[src/rtl/sequenciador_instrucoes_pkg.sv]
// Shared types, constants and decode helper for the instruction sequencer.
package sequenciador_instrucoes_pkg;

  localparam int unsigned INSTR_W = 16;
  localparam int unsigned ADDR_W  = 5;

  // Codops 0..5 are register-register, IMM_FIRST..OP_LAST_LEGAL carry imm4 in [7:4],
  // anything above OP_LAST_LEGAL is illegal.
  localparam logic [3:0] IMM_FIRST     = 4'd6;
  localparam logic [3:0] OP_LAST_LEGAL = 4'd10;

  typedef enum logic [1:0] {
    StIdle,
    StIssue,
    StWait,
    StWb
  } seq_state_e;

  // Instruction field layout: [15:12] codop, [11:8] dest, [7:4] srcA/imm4, [3:0] srcB.
  typedef struct packed {
    logic [3:0] codop;
    logic [3:0] dest;
    logic [3:0] src_a;
    logic [3:0] src_b;
  } instr_t;

  // Everything the sequencer presents to the datapath for one instruction.
  typedef struct packed {
    logic [3:0]         codop;
    logic [ADDR_W-1:0]  end_a;
    logic [ADDR_W-1:0]  end_b;
    logic [ADDR_W-1:0]  end_c;
    logic               flag_imm;
    logic [INSTR_W-1:0] imm;
    logic               illegal;
  } issue_t;

  function automatic issue_t decode_instr(instr_t ins);
    issue_t d;
    d       = '0;
    d.codop = ins.codop;
    d.end_c = {1'b0, ins.dest};
    d.end_b = {1'b0, ins.src_b};
    if (ins.codop > OP_LAST_LEGAL) begin
      d.illegal = 1'b1;
    end else if (ins.codop >= IMM_FIRST) begin
      d.flag_imm = 1'b1;
      d.imm      = {12'b0, ins.src_a};
    end else begin
      d.end_a = {1'b0, ins.src_a};
    end
    return d;
  endfunction

endpackage

[src/rtl/sequenciador_instrucoes_fifo.sv]
// Instruction queue: power-of-two depth, no bypass, asynchronous reset empties it.
module sequenciador_instrucoes_fifo
  import sequenciador_instrucoes_pkg::*;
#(
  parameter int unsigned Depth = 4,
  parameter int unsigned Width = INSTR_W
) (
  input  logic             CLOCK_50,
  input  logic             RESET,
  input  logic             push,
  input  logic             pop,
  input  logic [Width-1:0] wdata,
  output logic [Width-1:0] rdata,
  output logic             full,
  output logic             empty
);

  localparam int unsigned PtrW = (Depth > 1) ? $clog2(Depth) : 1;

  logic [Width-1:0] mem_q [Depth];
  logic [PtrW-1:0]  wr_ptr_q, rd_ptr_q;
  logic [PtrW:0]    count_q;
  logic             do_push, do_pop;

  assign full    = (count_q == (PtrW + 1)'(Depth));
  assign empty   = (count_q == '0);
  assign do_push = push & ~full;
  assign do_pop  = pop & ~empty;
  assign rdata   = mem_q[rd_ptr_q];

  // Storage needs no reset; emptiness is tracked by the pointers and count.
  always_ff @(posedge CLOCK_50) begin
    if (do_push) begin
      mem_q[wr_ptr_q] <= wdata;
    end
  end

  // Pointers wrap naturally because Depth is a power of two.
  always_ff @(posedge CLOCK_50 or posedge RESET) begin
    if (RESET) begin
      wr_ptr_q <= '0;
      rd_ptr_q <= '0;
      count_q  <= '0;
    end else begin
      if (do_push) begin
        wr_ptr_q <= wr_ptr_q + PtrW'(1);
      end
      if (do_pop) begin
        rd_ptr_q <= rd_ptr_q + PtrW'(1);
      end
      if (do_push && !do_pop) begin
        count_q <= count_q + (PtrW + 1)'(1);
      end else if (do_pop && !do_push) begin
        count_q <= count_q - (PtrW + 1)'(1);
      end
    end
  end

endmodule

[src/rtl/sequenciador_instrucoes.sv]
// Sequencer between the instruction source and the register-bank + ALU datapath.
// Each instruction goes ISSUE -> WAIT (RD_LAT+ALU_LAT cycles) -> WB; illegal codops
// skip straight back to IDLE after ISSUE.
module sequenciador_instrucoes
  import sequenciador_instrucoes_pkg::*;
#(
  parameter int unsigned FIFO_DEPTH = 4,
  parameter int unsigned RD_LAT     = 1,
  parameter int unsigned ALU_LAT    = 1
) (
  input  logic                CLOCK_50,
  input  logic                RESET,
  input  logic                instr_valid,
  output logic                instr_ready,
  input  logic [INSTR_W-1:0]  instr,
  output logic [ADDR_W-1:0]   end_reg_a,
  output logic [ADDR_W-1:0]   end_reg_b,
  output logic [ADDR_W-1:0]   end_reg_c,
  output logic                banco_rw,
  output logic [INSTR_W-1:0]  dado_banco,
  output logic [INSTR_W-1:0]  imediato,
  output logic                flag_imediato,
  output logic [3:0]          codop,
  input  logic [INSTR_W-1:0]  resultado_alu,
  output logic                busy,
  output logic                done,
  output logic                illegal,
  output logic [15:0]         retired_cnt,
  output logic [7:0]          illegal_cnt
);

  localparam int unsigned N    = RD_LAT + ALU_LAT;
  localparam int unsigned CntW = $clog2(N + 1);

  seq_state_e state_q, state_d;

  logic               fifo_pop, fifo_full, fifo_empty;
  logic [INSTR_W-1:0] fifo_rdata;

  issue_t             issue_q, issue_d;
  logic [CntW-1:0]    wait_cnt_q, wait_cnt_d;
  logic               banco_rw_q, banco_rw_d;
  logic               done_q, done_d;
  logic               illegal_q, illegal_d;
  logic [INSTR_W-1:0] dado_q, dado_d;
  logic [15:0]        retired_q, retired_d;
  logic [7:0]         ill_cnt_q, ill_cnt_d;

  sequenciador_instrucoes_fifo #(
    .Depth (FIFO_DEPTH),
    .Width (INSTR_W)
  ) u_instr_fifo (
    .CLOCK_50 (CLOCK_50),
    .RESET    (RESET),
    .push     (instr_valid & instr_ready),
    .pop      (fifo_pop),
    .wdata    (instr),
    .rdata    (fifo_rdata),
    .full     (fifo_full),
    .empty    (fifo_empty)
  );

  // State register.
  always_ff @(posedge CLOCK_50 or posedge RESET) begin
    if (RESET) begin
      state_q <= StIdle;
    end else begin
      state_q <= state_d;
    end
  end

  // Next state and queue pop; pops happen only from IDLE or WB.
  always_comb begin
    state_d  = state_q;
    fifo_pop = 1'b0;
    unique case (state_q)
      StIdle: begin
        if (!fifo_empty) begin
          fifo_pop = 1'b1;
          state_d  = StIssue;
        end
      end
      StIssue: begin
        state_d = issue_q.illegal ? StIdle : StWait;
      end
      StWait: begin
        if (wait_cnt_q == CntW'(1)) begin
          state_d = StWb;
        end
      end
      StWb: begin
        if (!fifo_empty) begin
          fifo_pop = 1'b1;
          state_d  = StIssue;
        end else begin
          state_d = StIdle;
        end
      end
    endcase
  end

  // Next values of the registered outputs, derived from the transition being taken.
  always_comb begin
    issue_d    = issue_q;
    wait_cnt_d = wait_cnt_q;
    dado_d     = dado_q;
    retired_d  = retired_q;
    ill_cnt_d  = ill_cnt_q;
    banco_rw_d = 1'b0;
    done_d     = 1'b0;
    illegal_d  = 1'b0;

    // Decode on pop so the ISSUE-cycle outputs are already registered.
    if (fifo_pop) begin
      issue_d   = decode_instr(instr_t'(fifo_rdata));
      illegal_d = issue_d.illegal;
      if (issue_d.illegal && (ill_cnt_q != 8'hFF)) begin
        ill_cnt_d = ill_cnt_q + 8'd1;
      end
    end

    if (state_q == StIssue) begin
      wait_cnt_d = CntW'(N);
    end

    if (state_q == StWait) begin
      wait_cnt_d = wait_cnt_q - CntW'(1);
      // Last WAIT cycle: the ALU result is valid now.
      if (state_d == StWb) begin
        dado_d = resultado_alu;
      end
    end

    if (state_d == StWb) begin
      banco_rw_d = 1'b1;
      done_d     = 1'b1;
      retired_d  = retired_q + 16'd1;
    end
  end

  // Output and datapath-control registers.
  always_ff @(posedge CLOCK_50 or posedge RESET) begin
    if (RESET) begin
      issue_q    <= '0;
      wait_cnt_q <= '0;
      banco_rw_q <= 1'b0;
      done_q     <= 1'b0;
      illegal_q  <= 1'b0;
      dado_q     <= '0;
      retired_q  <= '0;
      ill_cnt_q  <= '0;
    end else begin
      issue_q    <= issue_d;
      wait_cnt_q <= wait_cnt_d;
      banco_rw_q <= banco_rw_d;
      done_q     <= done_d;
      illegal_q  <= illegal_d;
      dado_q     <= dado_d;
      retired_q  <= retired_d;
      ill_cnt_q  <= ill_cnt_d;
    end
  end

  assign instr_ready   = ~fifo_full;
  assign busy          = (state_q != StIdle) | ~fifo_empty;
  assign end_reg_a     = issue_q.end_a;
  assign end_reg_b     = issue_q.end_b;
  assign end_reg_c     = issue_q.end_c;
  assign codop         = issue_q.codop;
  assign flag_imediato = issue_q.flag_imm;
  assign imediato      = issue_q.imm;
  assign banco_rw      = banco_rw_q;
  assign done          = done_q;
  assign illegal       = illegal_q;
  assign dado_banco    = dado_q;
  assign retired_cnt   = retired_q;
  assign illegal_cnt   = ill_cnt_q;

endmodule
[config.mk]
export PLATFORM = sky130hd
export DESIGN_NAME = sequenciador_instrucoes
export DESIGN_NICKNAME = d
export VERILOG_FILES = /design/src/rtl/sequenciador_instrucoes_pkg.sv /design/src/rtl/sequenciador_instrucoes_fifo.sv /design/src/rtl/sequenciador_instrucoes.sv
export SDC_FILE = /design/constraint.sdc
export NUM_CORES = 1
export LEC_CHECK = 0
export BUFFER_PORTS_ARGS = -buffer_cell sky130_fd_sc_hd__buf_2
export CORE_MARGIN = 1.5
export CORE_UTILIZATION = 30
export CTS_CLUSTER_DIAMETER = 200
export DETAILED_ROUTE_END_ITERATION = 7
export PLACE_DENSITY_LB_ADDON = 0.08
export SLEW_MARGIN = 5
export SYNTH_ARGS = -nofsm -noshare
export SYNTH_HDL_FRONTEND = slang
export SYNTH_SLANG_ARGS = --single-unit
[constraint.sdc]
create_clock -name CLOCK_50 -period 3.39 [get_ports CLOCK_50]
set_input_delay 0.339 -clock CLOCK_50 [delete_from_list [all_inputs] [get_ports CLOCK_50]]
set_output_delay 0.339 -clock CLOCK_50 [all_outputs]
set_load 0.05 [all_outputs]
---- Word level (Yosys, flattened, before mapping) ----
Memory sizes are Yosys's and may differ from the RTL's.
Cells that the tools add are included.
storage, ports and cells
  register bits after elaboration ......... 88
  input port bits ......................... 35
  output and inout bits ................... 81
  memories kept ........................... 1
  memory bits (writable) .................. 64
  word-level logic and storage cells ...... 74
memory list
  memory              words  width  read ports  clocked after Yosys merged registers in  wr ports  line                                RTL
  u_instr_fifo.mem_q  4      16     1           0                                        1         sequenciador_instrucoes_fifo.sv:20  logic [Width-1:0] mem_q [Depth];
operators by class
  mux-type cells .......................... 21
  reductions and logical operators ........ 13
  add/sub/neg operators ................... 7
  bitwise gates (word level) .............. 6
  magnitude comparators ................... 2
  equal/unequal tests ..................... 7
operator list
  kind                                                 number
  two-way mux 17 bit                                   2
  adder 16 x 1 -> 16 bit, second input constant        1
  two-way mux 2 bit                                    5
  two-way mux 1 bit                                    9
  adder 8 x 1 -> 8 bit, second input constant          1
  two-way mux 4 bit                                    2
  inequality test 8 bit, second input constant         1
  one-hot mux 2 bit (4 select lines)                   1
  equality test 2 bit, second input constant           3
  two-way mux 3 bit                                    2
  nonzero test 2 bit                                   3
  adder 2 x 1 -> 2 bit, second input constant          2
  equality test 2 x 1 -> 1 bit, second input constant  2
  >= comparator 4 x 3 -> 1 bit, second input constant  1
  > comparator 4 bit, second input constant            1
  AND reduction 2 bit                                  2
  adder 3 x 1 -> 3 bit, second input constant          1
  bitwise AND 1 bit                                    3
  equality test 3 bit, second input constant           1
  logical AND 1 bit                                    3
  zero test 3 bit                                      1
  subtractor 3 x 1 -> 3 bit, second input constant     1
  zero test 1 bit                                      2
  zero test 2 bit                                      1
  other kinds (4)                                      5

---- Logic depth before layout (Yosys ltp) ----
Gate-level depths: netlist of the first run.
  depth in word-level cells ............... 8
  gate-level depth with buffers ........... 11
  gate-level depth less buffers ........... 10

---- By module ----
A second synthesis of the first run with hierarchy kept.
unflattened totals
  cells, all modules ...................... 417
  area total of the unflattened synthesis .. 6054.6 µm²
modules (own cells, without submodules)
  module                        seq. area each (µm²)  cells each  area an instance (µm²)  times used
  sequenciador_instrucoes       1701.6                297         3258.1                  1
  sequenciador_instrucoes_fifo  2097.0                120         2796.4                  1

---- Least setup slack after synthesis of the first run ----
OpenSTA, ideal clock, no wires.
  kind .................................... register -> register
  from .................................... reg state_q[0]
  to ...................................... reg u_instr_fifo.count_q[1]
  setup slack ............................. 826 ps
  stages on the path, launching flop included .. 10
  arrival time ............................ 2439 ps
  period minus slack after synthesis ...... 2564 ps
  cells stage by stage .................... dfrtp_1 > inv_1 > ha_1 > nor2_1 > clkinv_1 > clkbuf_1 > ha_1 > inv_1 > fa_1 > mux2_2
on the way
  cells in the longest elaborated chain, start to end .. 7
  elaborated cells on any way between the ends .. 10
  classes of those cells .................. eq/ne (1); mux (2); bitwise (1); reduce/logical (6)
ends and longest elaborated chain
  what                                                     line                                RTL
  from (decl)                                              sequenciador_instrucoes.sv:35       seq_state_e state_q, state_d;
  from (signal assigned)                                   sequenciador_instrucoes.sv:66       state_q <= StIdle;
  from (signal assigned)                                   sequenciador_instrucoes.sv:68       state_q <= state_d;
  equality test 2 bit or zero test 2 bit (tied branches)   sequenciador_instrucoes.sv:76       unique case (state_q)
  OR reduction 2 bit (no source line) (*)                  --
  two-way mux 1 bit (*)                                    --
  bitwise AND 1 bit (*)                                    sequenciador_instrucoes_fifo.sv:28  assign do_pop = pop & ~empty;
  zero test 1 bit                                          sequenciador_instrucoes_fifo.sv:51  if (do_push && !do_pop) begin
  logical AND 1 bit                                        sequenciador_instrucoes_fifo.sv:51
  two-way mux 3 bit or nonzero test 2 bit (tied branches)  --
  to (signal assigned)                                     sequenciador_instrucoes_fifo.sv:52  count_q <= count_q + (PtrW + 1)'(1);
  to (signal assigned)                                     sequenciador_instrucoes_fifo.sv:54  count_q <= count_q - (PtrW + 1)'(1);
  to (decl)                                                sequenciador_instrucoes_fifo.sv:22  logic [PtrW:0] count_q;
Every way passes the cells marked *; elsewhere a longest branch is shown, timed or not.
A chain may end at the register's enable or synchronous reset.

---- Final worst setup path of the first run ----
  from .................................... reg state_q[0]
  to ...................................... reg dado_q[1], in the netlist dado_banco[1]
on the way
  cells in the longest elaborated chain, start to end .. 4
  elaborated cells on any way between the ends .. 9
  classes of those cells .................. eq/ne (4); mux (3); reduce/logical (2)
ends and longest elaborated chain
  what                                         line                            RTL
  equality test 2 bit (tied with other cells)  sequenciador_instrucoes.sv:76
  one-hot mux 2 bit (4 select lines)           sequenciador_instrucoes.sv:76
  equality test 2 bit                          sequenciador_instrucoes.sv:129  if (state_d == StWb) begin
  AND reduction 2 bit (no source line) (*)     --
  to (signal assigned)                         sequenciador_instrucoes.sv:158  dado_q <= dado_d;
  to (decl)                                    sequenciador_instrucoes.sv:45   logic [INSTR_W-1:0] dado_q, dado_d;
Marked as above.

==> impl_metrics.py, run 1 <==
metrics = {
    "yosys": {
        "ys_types": 39,
        "yosysTopAreaCellShare": 0.330,
        "synth_seq_cells": 139,
        "avgSynthCellArea_um2": 14.9,
        "async_reset_ff_frac": 0.540,
        "synth_top_area_cell": "edfxtp_1",
        "synth_edf_count": 64,
        "syn-cell-area_um2": 5830,
        "synth_warnings": 0,
        "synthTopCellsByArea": "edfxtp_1 (33%), dfrtp_1 (32%), buf_4 (4.6%)",
        "ys_seq_area_frac": 0.651,
        "syn_inst": 392,
        "synthFlopType": "dfrtp_1",
    },
    "clock_tree": {
        "cts_tree": "done",
        "cts_hold_buf": 0,
        "h-tree-depth": 4,
        "postCtsSetupBuffers": 0,
        "clkSlewWorstSetupHoldPaths_ns": 0.06,
        "cts_root_buf": "clkbuf_16",
        "clk-insertion-delay-late_ns": 0.42,
        "clock-sinks": 139,
        "cts_resized": 0,
        "cts_made_buffers": 17,
        "clock_path_buffers": 2,
    },
    "timing": {
        "worst_pin_slew_ns": 0.987,
        "hold_viol_final": 0,
        "post-route-period-util": 0.808,
        "skew_ns": 0.00665,
        "finalSetupTns_ns": 0,
        "post-route-min-period_ns": 2.74,
        "setup_viol": 0,
        "rsz0062_at_grt": "false",
        "slew_viol_final": 0,
        "hold_ws_ns": 0.0375,
        "max_clock_freq_mhz": 365,
        "maxSlewHeadroom": 0.342,
    },
    "global_route": {
        "antenna_found_initial": 0,
        "grt_max_degree": 35,
        "grt_pass1_vias": 3421,
        "grt.overflow.total": 0,
        "grtUsageTotal": 0.125,
        "grt_pass1_wl_um": 18900,
    },
    "floorplanning": {
        "rows": 50,
        "start_util": 0.309,
        "die_area_um2": 20300,
        "ios": 116,
        "fp.coreArea_um2": 18900,
        "die_y_um": 142,
        "die_w_um": 142,
    },
    "critical_path": {
        "cp.depth": 8,
        "crit_buf_inv": 2,
        "crit_arrival_ns": 3.04,
        "max_stage_delay_ns": 0.61,
        "rr_worst_depth": 8,
        "worst_setup_path_end_kind": "register",
        "startpoint_type": "register",
        "cp_cell_sequence": "inv_1 -> ha_1 -> nor4b_1 -> nand2_1 -> a21oi_1 -> buf_4 -> and2_1 -> mux2_2",
        "timing.rr.start": "state_q[0]$_DFF_PP0_",
        "rrSetupSlack_ns": 0.65,
        "cp_max_fo": 16,
        "crit_start": "state_q[0]$_DFF_PP0_",
        "path_class": "reg -> reg",
        "crit_family": "simple AND/OR/NAND/NOR gates",
        "critPathSlowestCell": "and2_1",
        "required_ns": 3.69,
        "r2r-end": "dado_banco[1]$_DFFE_PP0P_",
        "cp-endpoint": "dado_banco[1]$_DFFE_PP0P_",
    },
    "routing": {
        "first_pass_iters": 4,
        "wirelength_um": 11700,
        "final_antenna_net_count": 0,
        "drt_iter0_drc": 143,
        "viasPerCell": 4.30,
        "avgRoutedWirePerCell_um": 15.4,
        "drc": 0,
        "vias": 3266,
    },
    "finish": {
        "syn_to_final_growth_pct": 20.8,
        "drive_gt1_frac": 0.343,
        "diodes": 0,
        "final_nets": 535,
        "nFillCells": 1868,
    },
    "placement": {
        "place_congestion": 0.738,
        "place_hpwl_um": 7880,
        "io_buffers": 100,
    },
    "power": {
        "vdd_drop_max_mv": 0.430,
        "pwr-share-seq": 0.350,
        "swShare": 0.412,
        "p_int_mw": 4.39,
        "p_per_area_nw_per_um2": 1060,
        "p_switching_mw": 3.08,
        "p_leak_nw": 3.09,
        "p_clk_frac": 0.252,
        "comb_power_share": 0.397,
    },
    "worst_hold_path": {
        "hold_path_class": "in -> async",
    },
    "run_status": {
        "status": "complete, no violations",
    },
    "job": {
        "drv_cap": 0,
    },
}
-- cell families after synthesis --
group / synth area share
flip-flops: 0.651
AND/OR/NAND/NOR: 0.0775
buffers and inverters: 0.0620
multiplexers: 0.108
XOR/XNOR: 0.0390
AO/OA/AOI/OAI: 0.0305
adder cells (fa/ha/maj): 0.0313
other: 0.000643
-- through the flow --
step | util | setup slack [ns] | power (mW) | std cells | area [µm²]
4_1_cts | 0.373 | 0.638 | 7.59 | 759 | 7050
5_1_grt | 0.373 | 0.363 | 7.92 | 759 | 7050
3_5_place_dp | 0.341 | 0.654 | 5.69 | 727 | 6450
6_report | 0.373 | 0.650 | 7.47 | 759 | 7050
3_3_place_gp | 0.341 | 0.710 | 5.66 | 727 | 6450
2_1_floorplan | - | 0.826 | 5.04 | 406 | 5880
-- cells in the mapped netlist (2+ instances only) --
cell type	count
nor3_1	2
inv_1	9
nand2_1	50
nor2b_1	2
nand4_1	11
and4_1	2
a21oi_1	5
mux2_2	20
o21ai_0	3
mux2i_1	2
xor2_1	5
buf_2	4
a22o_1	8
dfrtp_1	75
clkbuf_1	6
mux4_1	6
ha_1	13
nor2_1	8
buf_4	36
and2_1	2
mux4_2	10
xnor2_1	21
edfxtp_1	64
and3_1	8
nand3_1	6
-- placed cells by master, fill, tap and decap left out, types with 2 or more instances in the layout --
master      count
mux2_2         20
nor2_1          8
nand3_1         6
and2_1          2
mux4_1          6
mux2i_1         2
mux4_2         10
xnor2_1        21
clkinvlp_4      3
and4_1          2
conb_1         15
buf_4           8
nor3_1          2
nor2b_1         2
ha_1           13
xor2_1          5
clkinv_1        3
o21ai_0         3
clkbuf_16      17
clkinv_4        4
buf_2         100
and3_1          8
inv_1           8
edfxtp_1       64
nand2_1        50
dfrtp_1        75
clkinv_2        2
a22o_1          8
nand4_1        11
a21oi_1         5
bufinv_16       3
-- worst min path at each step --
stage | start | end | slack [ns] | cells past startpoint
CTS | RESET | dado_banco[7]$_DFFE_PP0P_ | 0.06 | 2
floorplan | instr[0] | u_instr_fifo.mem_q[0][0]$_DFFE_PP_ | 0.44 | 0
detailed placement | end_reg_b[3]$_DFFE_PP0P_ | end_reg_b[3]$_DFFE_PP0P_ | 0.46 | 2
global placement | retired_cnt[15]$_DFFE_PP0N_ | retired_cnt[15]$_DFFE_PP0N_ | 0.46 | 1
finish | RESET | dado_banco[4]$_DFFE_PP0P_ | 0.04 | 2
global route | RESET | dado_banco[4]$_DFFE_PP0P_ | 0.1 | 2
-- layout make-up --
cell class              instances  area [µm²]  area share
clock buffers                  17         425      0.0604
clock inverters                15         174      0.0247
inverters                      10        37.5     0.00533
multi-input cells             210        1720       0.245
flip-flops and latches        139        3800       0.539
well taps                     260         325      0.0462
repair buffers                108         561      0.0796
-- routing by layer --
metal / vias to the layer above / track usage / share of wire
met3: 8 / 0.0410 / 0.058
met2: 112 / 0.194 / 0.44
met1: 1592 / 0.165 / 0.49
li1: 1554 / - / -
met5: - / 0 / 0
met4: 0 / 0.0407 / 0.010
-- flip-flops by register name, summed over array words and instances, names as in the netlist, 3 cells and up --
name	cells
codop	4
retired_cnt	16
imediato	4
end_reg_b	4
end_reg_a	4
end_reg_c	4
illegal_cnt	8
u_instr_fifo.mem_q	64
u_instr_fifo.count_q	3
dado_banco	16
-- power by group through the flow --
stage	registers (mW)	logic, mW	clock network (mW)
2_1_floorplan	3.12	1.92	0
6_report	2.61	2.97	1.88
4_1_cts	2.63	3.04	1.93
3_5_place_dp	2.66	3.04	0
3_3_place_gp	2.65	3.01	0
5_1_grt	2.69	3.23	2.00
(Power assumes the default switching activity.)
==> inputs of run 2 (changes only) <==
--- a/config.mk
+++ b/config.mk
@@ -5,6 +5,7 @@
 export SDC_FILE = /design/constraint.sdc
 export NUM_CORES = 1
 export LEC_CHECK = 0
+export ABC_AREA = 1
 export BUFFER_PORTS_ARGS = -buffer_cell sky130_fd_sc_hd__buf_2
 export CORE_MARGIN = 1.5
 export CORE_UTILIZATION = 30
==> constraint.sdc (replaced) <==
create_clock -name CLOCK_50 -period 2.3 [get_ports CLOCK_50]
set_input_delay 0.23 -clock CLOCK_50 [delete_from_list [all_inputs] [get_ports CLOCK_50]]
set_output_delay 0.23 -clock CLOCK_50 [all_outputs]
set_load 0.05 [all_outputs]
==> impl_metrics.py, run 2 <==
metrics = {
    "routing": {
        "dr_wl_met3_um": 710,
        "drc": 0,
        "wl_met1_um": 6840,
        "viasPerCell": 4.43,
        "first_pass_iters": 4,
        "avgRoutedWirePerCell_um": 14.5,
        "final_antenna_net_count": 0,
        "top_layer": "met5",
        "vias": 4563,
        "drt_iter0_drc": 237,
        "wirelength_um": 14900,
        "wl_met2_um": 7180,
    },
    "clock_tree": {
        "clock_path_buffers": 2,
        "clock-sinks": 139,
        "cts_made_buffers": 17,
        "cts_tree": "done",
        "clkSlewWorstSetupHoldPaths_ns": 0.06,
        "cts_resized": 0,
        "clk-insertion-delay-late_ns": 0.42,
        "h-tree-depth": 4,
        "cts_hold_buf": 1,
        "postCtsSetupBuffers": 0,
        "cts_root_buf": "clkbuf_16",
    },
    "timing": {
        "post-route-period-util": 0.908,
        "slew_viol_final": 0,
        "hold_viol_final": 0,
        "worst_pin_slew_ns": 0.734,
        "max_clock_freq_mhz": 479,
        "post-route-min-period_ns": 2.09,
        "setup_viol": 0,
        "rsz0062_at_grt": "false",
        "maxSlewHeadroom": 0.510,
        "setup_ws_ns": 0.212,
        "skew_ns": 0.0103,
        "finalSetupTns_ns": 0,
    },
    "critical_path": {
        "crit_start": "u_instr_fifo.count_q[1]$_DFFE_PP0P_",
        "worst_setup_path_end_kind": "register",
        "path_class": "reg -> reg",
        "startpoint_type": "register",
        "required_ns": 2.59,
        "timing.rr.start": "u_instr_fifo.count_q[1]$_DFFE_PP0P_",
        "crit_arrival_ns": 2.38,
        "cp_max_fo": 6,
    },
    "floorplanning": {
        "die_area_um2": 22400,
        "rows": 53,
        "fp.coreArea_um2": 21100,
        "ios": 116,
        "die_y_um": 150,
        "start_util": 0.306,
        "die_w_um": 150,
    },
    "global_route": {
        "grt.overflow.total": 0,
        "grt_max_degree": 38,
        "antenna_found_initial": 1,
        "grt_pass1_wl_um": 23900,
        "grt_pass1_vias": 4419,
        "grtUsageTotal": 0.141,
    },
    "job": {
        "drv_cap": 0,
    },
    "run_status": {
        "status": "complete, no violations",
    },
    "yosys": {
        "synth_top_family_by_area": "simple AND/OR/NAND/NOR gates",
        "synth_warnings": 0,
        "yosysMostFrequentCell": "nand2_1",
        "syn-cell-area_um2": 6460,
        "synth_seq_cells": 139,
        "synth_fa_ha_area_frac": 0.0283,
        "synth_top_area_cell": "edfxtp_1",
        "synth_compound_area_frac": 0.0463,
        "avgSynthCellArea_um2": 9.98,
        "yosys-top-cells-count": "nand2_1 (168), dfrtp_1 (75), nor2_1 (71)",
        "async_reset_ff_frac": 0.540,
        "ys_seq_area_frac": 0.588,
        "yosysTopAreaCellShare": 0.298,
        "synthMuxAreaShare": 0.00174,
        "synthTopCellsByArea": "edfxtp_1 (30%), dfrtp_1 (29%), nand2_1 (9.8%)",
        "ys_types": 37,
        "syn_inst": 647,
        "synth_xor_area_frac": 0.0271,
        "synthFlopType": "dfrtp_1",
        "synth_edf_count": 64,
        "synth-simple-area-share": 0.216,
    },
    "worst_hold_path": {
        "hold_path_class": "in -> reg",
        "hp-start": "instr[3]",
    },
    "power": {
        "comb_power_share": 0.444,
        "swShare": 0.455,
        "p_leak_nw": 3.55,
        "p_per_area_nw_per_um2": 1520,
        "pwr-share-seq": 0.320,
        "vdd_drop_max_mv": 0.596,
        "p_switching_mw": 5.35,
        "p_clk_frac": 0.236,
        "p_int_mw": 6.40,
    },
    "finish": {
        "design_area_um2": 7710,
        "top_register": "u_instr_fifo.mem_q",
        "multi_input_area_um2": 2120,
        "final_nets": 790,
        "largest_register_ffs": 64,
        "diodes": 0,
        "nFillCells": 2158,
        "final_cell_mix": "nand2_1 (168), buf_2 (100), dfrtp_1 (75)",
        "syn_to_final_growth_pct": 19.4,
        "layout_commonest_cell": "nand2_1",
        "drive_gt1_frac": 0.231,
        "area.sequential_um2": 3800,
    },
    "placement": {
        "post-place-ws_ns": 0.209,
        "place_congestion": 0.747,
        "io_buffers": 100,
        "place_hpwl_um": 10200,
        "postPlaceCellArea_um2": 7100,
    },
}
[run 2: kinds of logic after synthesis]
kind of cell	Yosys count
buffers and inverters	106
other	1
AO/OA/AOI/OAI	54
flip-flops	139
AND/OR/NAND/NOR	312
multiplexers	1
XOR/XNOR	20
adder cells (fa/ha/maj)	14
[run 2: cell type report]
type | instances | share of cell area
inverters | 49 | 0.0250
flip-flops and latches | 139 | 0.493
clock inverters | 14 | 0.0219
clock buffers | 18 | 0.0557
repair buffers | 118 | 0.0844
multi-input cells | 416 | 0.276
well taps | 275 | 0.0446
[run 2: final timing paths]
kind / end / slack [ns] / depth (start not counted)
max in group asynchronous: dado_banco[7]$_DFFE_PP0P_ / 1.18 / 4
min in group asynchronous: end_reg_c[1]$_DFFE_PP0P_ / 0.47 / 3
worst max-delay path: u_instr_fifo.count_q[1]$_DFFE_PP0P_ / 0.21 / 8
worst max register to register: u_instr_fifo.count_q[1]$_DFFE_PP0P_ / 0.21 / 8
worst min register to register: dado_banco[14]$_DFFE_PP0P_ / 0.46 / 2
worst min-delay path: u_instr_fifo.mem_q[0][3]$_DFFE_PP_ / 0.03 / 1
[run 2: critical path, stage by stage (launching register included)]
cell     delay [ns]
dfrtp_1        0.42
nor2_2         0.19
nand2_1        0.09
nand2_1        0.19
inv_1          0.10
ha_1           0.19
inv_1          0.09
fa_1           0.42
mux2_2         0.28
[run 2: metrics by stage]
stage / instances / hold WS, ns / total power, mW / utilization
global placement: 996 / 0.364 / 9.03 / 0.337
CTS: 1029 / 0.00506 / 12.0 / 0.366
finish: 1029 / 0.0288 / 11.8 / 0.366
global route: 1029 / 0.00760 / 12.6 / 0.366
detailed placement: 996 / 0.375 / 9.12 / 0.337
floorplan: 661 / 0.329 / 8.01 / -
[run 2: routing by layer]
| layer | global-route usage | vias up |
|---|---|---|
| met1 | 0.178 | 2157 |
| met3 | 0.0366 | 15 |
| met4 | 0.0456 | 2 |
| met2 | 0.237 | 105 |
| met5 | 0 | - |
| li1 | - | 2284 |
[run 2: power groups by stage]
stage | combinational (mW) | clock [mW] | sequential [mW]
6_report | 5.21 | 2.78 | 3.76
5_1_grt | 5.74 | 2.99 | 3.85
4_1_cts | 5.31 | 2.87 | 3.78
3_5_place_dp | 5.30 | 0 | 3.82
3_3_place_gp | 5.22 | 0 | 3.80
2_1_floorplan | 3.59 | 0 | 4.42
